`config.mk`:
```
export PLATFORM = sky130hd
export DESIGN_NAME = pipe_reg
export DESIGN_NICKNAME = d
export VERILOG_FILES = /design/src/rtl/pipe_reg.sv
export SDC_FILE = /design/constraint.sdc
export NUM_CORES = 1
export LEC_CHECK = 0
export ABC_AREA = 1
export ABC_CLOCK_PERIOD_IN_PS = 2720
export CORE_AREA = 4 4 41 43
export CTS_BUF_LIST = sky130_fd_sc_hd__clkbuf_8
export DETAILED_ROUTE_END_ITERATION = 6
export DIE_AREA = 0 0 45 47
export PLACE_DENSITY = 0.7
export SYNTH_ARGS = -nofsm -noshare
export SYNTH_HDL_FRONTEND = slang
export SYNTH_SLANG_ARGS = --single-unit
```
`constraint.sdc`:
```
create_clock -name clk -period 2.72 [get_ports clk]
set_input_delay 0.544 -clock clk [delete_from_list [all_inputs] [get_ports clk]]
set_output_delay 0.544 -clock clk [all_outputs]
set_load 0.02 [all_outputs]
```
`src/rtl/pipe_reg.sv`:
```
// Elastic pipeline register: DEPTH stages with valid/ready handshaking, bubble collapse and flush.
// Optional occupancy counter port 'occ' is built when PIPE_REG_OCC_EN is defined.
module pipe_reg #(
  parameter int WIDTH = 9,
  parameter int DEPTH = 1
) (
  input  logic             clk,
  input  logic             rst,
  input  logic [WIDTH-1:0] in_data,
  input  logic             in_valid,
  output logic             in_ready,
  output logic [WIDTH-1:0] out_data,
  output logic             out_valid,
  input  logic             out_ready,
  input  logic             flush
`ifdef PIPE_REG_OCC_EN
  ,
  output logic [$clog2(DEPTH+1)-1:0] occ
`endif
);

  logic [DEPTH-1:0] stage_valid;
  logic [WIDTH-1:0] stage_data [DEPTH];
  logic [DEPTH-1:0] stage_load;
  logic [DEPTH-1:0] src_valid;
  logic [WIDTH-1:0] src_data [DEPTH];
  logic             full_tail;

  // A stage can load unless it and every stage after it are full while the sink stalls.
  always_comb begin
    stage_load = '0;
    full_tail  = 1'b1;
    for (int i = 0; i < DEPTH; i++) begin
      full_tail = 1'b1;
      for (int j = i; j < DEPTH; j++) begin
        full_tail = full_tail & stage_valid[j];
      end
      stage_load[i] = out_ready | ~full_tail;
    end
  end

  always_comb begin
    src_valid    = '0;
    src_valid[0] = in_valid;
    src_data[0]  = in_data;
    for (int i = 1; i < DEPTH; i++) begin
      src_valid[i] = stage_valid[i-1];
      src_data[i]  = stage_data[i-1];
    end
  end

  assign in_ready  = rst & ~flush & stage_load[0];
  assign out_valid = stage_valid[DEPTH-1] & ~flush;
  assign out_data  = stage_data[DEPTH-1];

  // Data only moves when a valid word arrives, so empty advances leave stale data untouched.
  always_ff @(posedge clk or negedge rst) begin
    if (!rst) begin
      stage_valid <= '0;
      for (int i = 0; i < DEPTH; i++) begin
        stage_data[i] <= '0;
      end
    end else if (flush) begin
      stage_valid <= '0;
    end else begin
      for (int i = 0; i < DEPTH; i++) begin
        if (stage_load[i]) begin
          stage_valid[i] <= src_valid[i];
          if (src_valid[i]) begin
            stage_data[i] <= src_data[i];
          end
        end
      end
    end
  end

`ifdef PIPE_REG_OCC_EN
  localparam int OCC_W = $clog2(DEPTH+1);

  logic up_xfer;
  logic down_xfer;

  assign up_xfer   = in_valid & in_ready;
  assign down_xfer = out_valid & out_ready;

  always_ff @(posedge clk or negedge rst) begin
    if (!rst) begin
      occ <= '0;
    end else if (flush) begin
      occ <= '0;
    end else if (up_xfer && !down_xfer) begin
      occ <= occ + OCC_W'(1);
    end else if (down_xfer && !up_xfer) begin
      occ <= occ - OCC_W'(1);
    end
  end
`endif

endmodule

```
# Word-level counts from Yosys, hierarchy flattened
# Cells that the tools add are included.
# totals
word_cells,12
out_inout_bits,11
inputBits,14
register_bits,10
# classes
n_mux,2
bitwise_logic,6
n_reduce_logical,2
# ops
cell,count
bitwise AND 1 bit,3
AND reduction 3 bit,1
2-to-1 mux 1 bit,2
NOT 1 bit,2
nonzero test 2 bit,1
OR 1 bit,1

# Logic depth before layout (Yosys ltp)
# logic_depth
ltp_word,4
depth_mapped,5
mapped_depth_nobuf,5

# Least setup slack after synthesis
# No wires, ideal clock.
# synth_timing
kind,input to output
from,input out_ready
to,output in_ready
t_arrival_ns,1.185
t_required_ns,2.176
path_slack_ns,0.991
path_buffers,1
cell_stages,5
cell_sequence,inv_1 -> nand2_1 -> buf_4 -> nand2_1 -> nor2_1
# synth_between
elab_chain_cells,2
# synth_rtl
element,line,source
start: declaration,14,"input logic out_ready,"
OR 1 bit,38,stage_load[i] = out_ready | ~full_tail;
bitwise AND 1 bit,52,assign in_ready = rst & ~flush & stage_load[0];
end: declaration,11,"output logic in_ready,"
# Every way passes these cells.

# Worst setup path in the final report
# Ends and elaborated chain as after synthesis.

==> impl_metrics.yaml <==
detailed_routing:
  drcViolationCount: 0
  drtIter0Drc: 10
  ant_nets: 0
  vias_per_cell: 4.47
  vias: 411
  drt_wl_total_um: 991
  drt_pass1_iterations: 3
  wl_per_cell_um: 10.8
timing:
  fmax_mhz: 419
  layout_min_cycle_time_ns: 2.39
  tightestPinTransition_ns: 0.259
  min_period_over_period_pct: 87.8
  finClkSkew_ns: 0.00319
  maxSlewHeadroom_pct: 82.7
  finalSetupTns_ns: 0
  worst_slack_ns: 0.332
  setup_viol_count_final: 0
  final_max_slew_viol_count: 0
  hold_viol: 0
  rsz0062_at_grt: "false"
synthesis:
  synth_top_area_cell: "dfrtp_1"
  ys.flop_type: "dfrtp_1"
  yosysMostFrequentCell: "nand2_1"
  synthesis.nets: 62
  synth_edf_count: 0
  ys_ff_latch: 10
  synth_top_cell_area_share_pct: 59.0
  post_synth_num_cell_types: 9
  synthTopCellsByArea: "dfrtp_1 59%, nand2_1 18%, nand3_1 11%"
  synth_cells: 48
  syn-cell-area_um2: 424
  avgSynthCellArea_um2: 8.84
  yosysSeqAreaShare_pct: 59.0
  ys_warn_count: 0
  async_flop_share_pct: 100
  yosys-top-cells-count: "20 x nand2_1, 10 x dfrtp_1, 9 x nand3_1"
worst_setup_path:
  cp_max_fo: 2
  critical-path-slowest-cell: "clkdlybuf4s50_1"
  crit_family: "buffers and inverters"
  rr_startpoint: "full_tail"
  cpPeakStageDelay_ns: 0.61
  worst_setup_path_start_kind: "input port"
  cp.required_ns: 2.18
  crit_type: "in -> out"
  path_buf_inv: 3
  r2r_slack_ns: 1.74
  timing.rr.end: "out_data[8]"
  cp_cell_sequence: "clkdlybuf4s50_1 -> inv_1 -> nand2_1 -> nand2_1 -> nor2_1 -> clkdlybuf4s50_1"
  endpoint_kind: "output port"
  r2r_cells: 5
  cp.arrival_ns: 1.84
place:
  hpwl_um: 734
  place_ws_ns: 0.328
  port_buffers: 24
  globalplace.congestion: 0.627
  placedCellCount: 88
  placed_cell_area_um2: 691
global_route:
  grt_pass1_vias: 416
  grt_max_degree: 12
  grt_usage_pct: 11.0
  grt_pass1_wl_um: 1630
  overflow: 0
  antenna_found_initial: 0
floorplanning:
  start_util_pct: 32.6
  core-area_um2: 1300
  floorplan.rows: 13
  die_x_um: 45
  io_pins: 25
  dieArea_um2: 2120
  die_h_um: 47
power:
  vdd_ir_drop_max_mv: 0.319
  power.density_nw_per_um2: 652
  switching_share_pct: 25.9
  p_comb_share_pct: 25.4
  intPower_uw: 360
  p_switching_uw: 126
  pwr-share-clk_pct: 37.6
  leakagePower_uw: 0.000362
  p_seq_share_pct: 37.0
layout:
  nFillCells: 137
  drive_gt1_share_pct: 10.4
  design_area_um2: 746
  nets: 92
  areaGrowthSynthToFinish_pct: 75.8
  finalNonFillerCells: 92
  num_antenna_cells: 0
worst_hold_path:
  worstHoldStart: "out_data[7]"
  hp-class: "reg -> reg"
  hold_depth: 2
  whs_endpoint: "out_data[7]"
clock_network:
  tritoncts: "yes"
  post_cts_buffers: 0
  cts-hold-fix-buffers: 0
  cts.clk_slew.worst_paths_ns: 0.05
  clk-insertion-delay-late_ns: 0.23
  cts.sinks: 10
  clockBufferDepth: 2
  cts_htree_levels: 1
  cts_resized: 0
  cts_inserted_buffers: 3
  root_buffer: "clkbuf_8"
job:
  max-cap-violations: 0
run_status:
  outcome: "complete, no violations"
==> worst max path at each step <==
stage / start / to / slack (ns) / depth (start not counted)
floorplan: out_ready / in_ready / 0.99 / 5
detailed placement: out_ready / in_ready / 0.33 / 6
CTS: out_ready / in_ready / 0.33 / 6
global route: out_ready / in_ready / 0.28 / 6
global placement: out_ready / in_ready / 0.34 / 6
finish: out_ready / in_ready / 0.33 / 6
==> cells by family (layout without fill, tap and decap cells) <==
group                  count (synthesis)  after routing  share of synthesized area, %
and+or+nand+nor                       33             33                          35.4
DFF                                   10             10                          59.0
buffers and inverters                  4             33                          4.43
AOI/OAI and AO/OA                      1              1                          1.18
==> power groups by stage <==
stage,Sequential [µW],Clock (µW),Combinational (µW)
6_report,180,183,123
5_1_grt,184,194,134
4_1_cts,180,188,125
3_5_place_dp,182,0,125
3_3_place_gp,182,0,124
2_1_floorplan,207,0,28.2
==> placed cells by master, fill, tap and decap left out <==
cell type	instances
buf_4	2
nand2_4	1
dfrtp_1	10
clkbuf_8	4
a21oi_1	1
nand3_1	9
nor2_4	1
clkdlybuf4s50_1	24
inv_1	3
nand2_1	20
nor2_1	2
==> worst min-delay path, stage by stage (launching register included) <==
cell     delay, ns
dfrtp_1       0.34
nand2_1       0.05
nand2_1       0.04
==> final cells by class <==
type                       count  area, µm²  share of cell area (%)
timing repair buffer          26        255                    34.2
sequential                    10        250                    33.6
multi-input combinational     34        155                    20.8
clock buffer                   4       55.1                    7.38
tap                           15       18.8                    2.52
inverter                       3       11.3                    1.51
==> per-layer routing <==
layer  routed length (µm)  GRT usage (%)
met3                  115           4.21
met4                   19           7.02
met2                  459           17.8
met1                  397           12.2
met5                    0              0
==> per-stage QoR <==
step	utilization [%]	power (µW)	hold slack (ns)
final	57.3	486	0.468
after global routing	57.3	512	0.507
after CTS	57.3	493	0.471
after detailed placement	53.1	307	0.460
after global placement	53.1	306	0.454
after floorplan	-	235	0.248
==> state kept, by name, summed over array words and instances (netlist names) <==
name	flops
full_tail	1
out_data	9
Note: power is estimated with default switching activity, not from simulation.
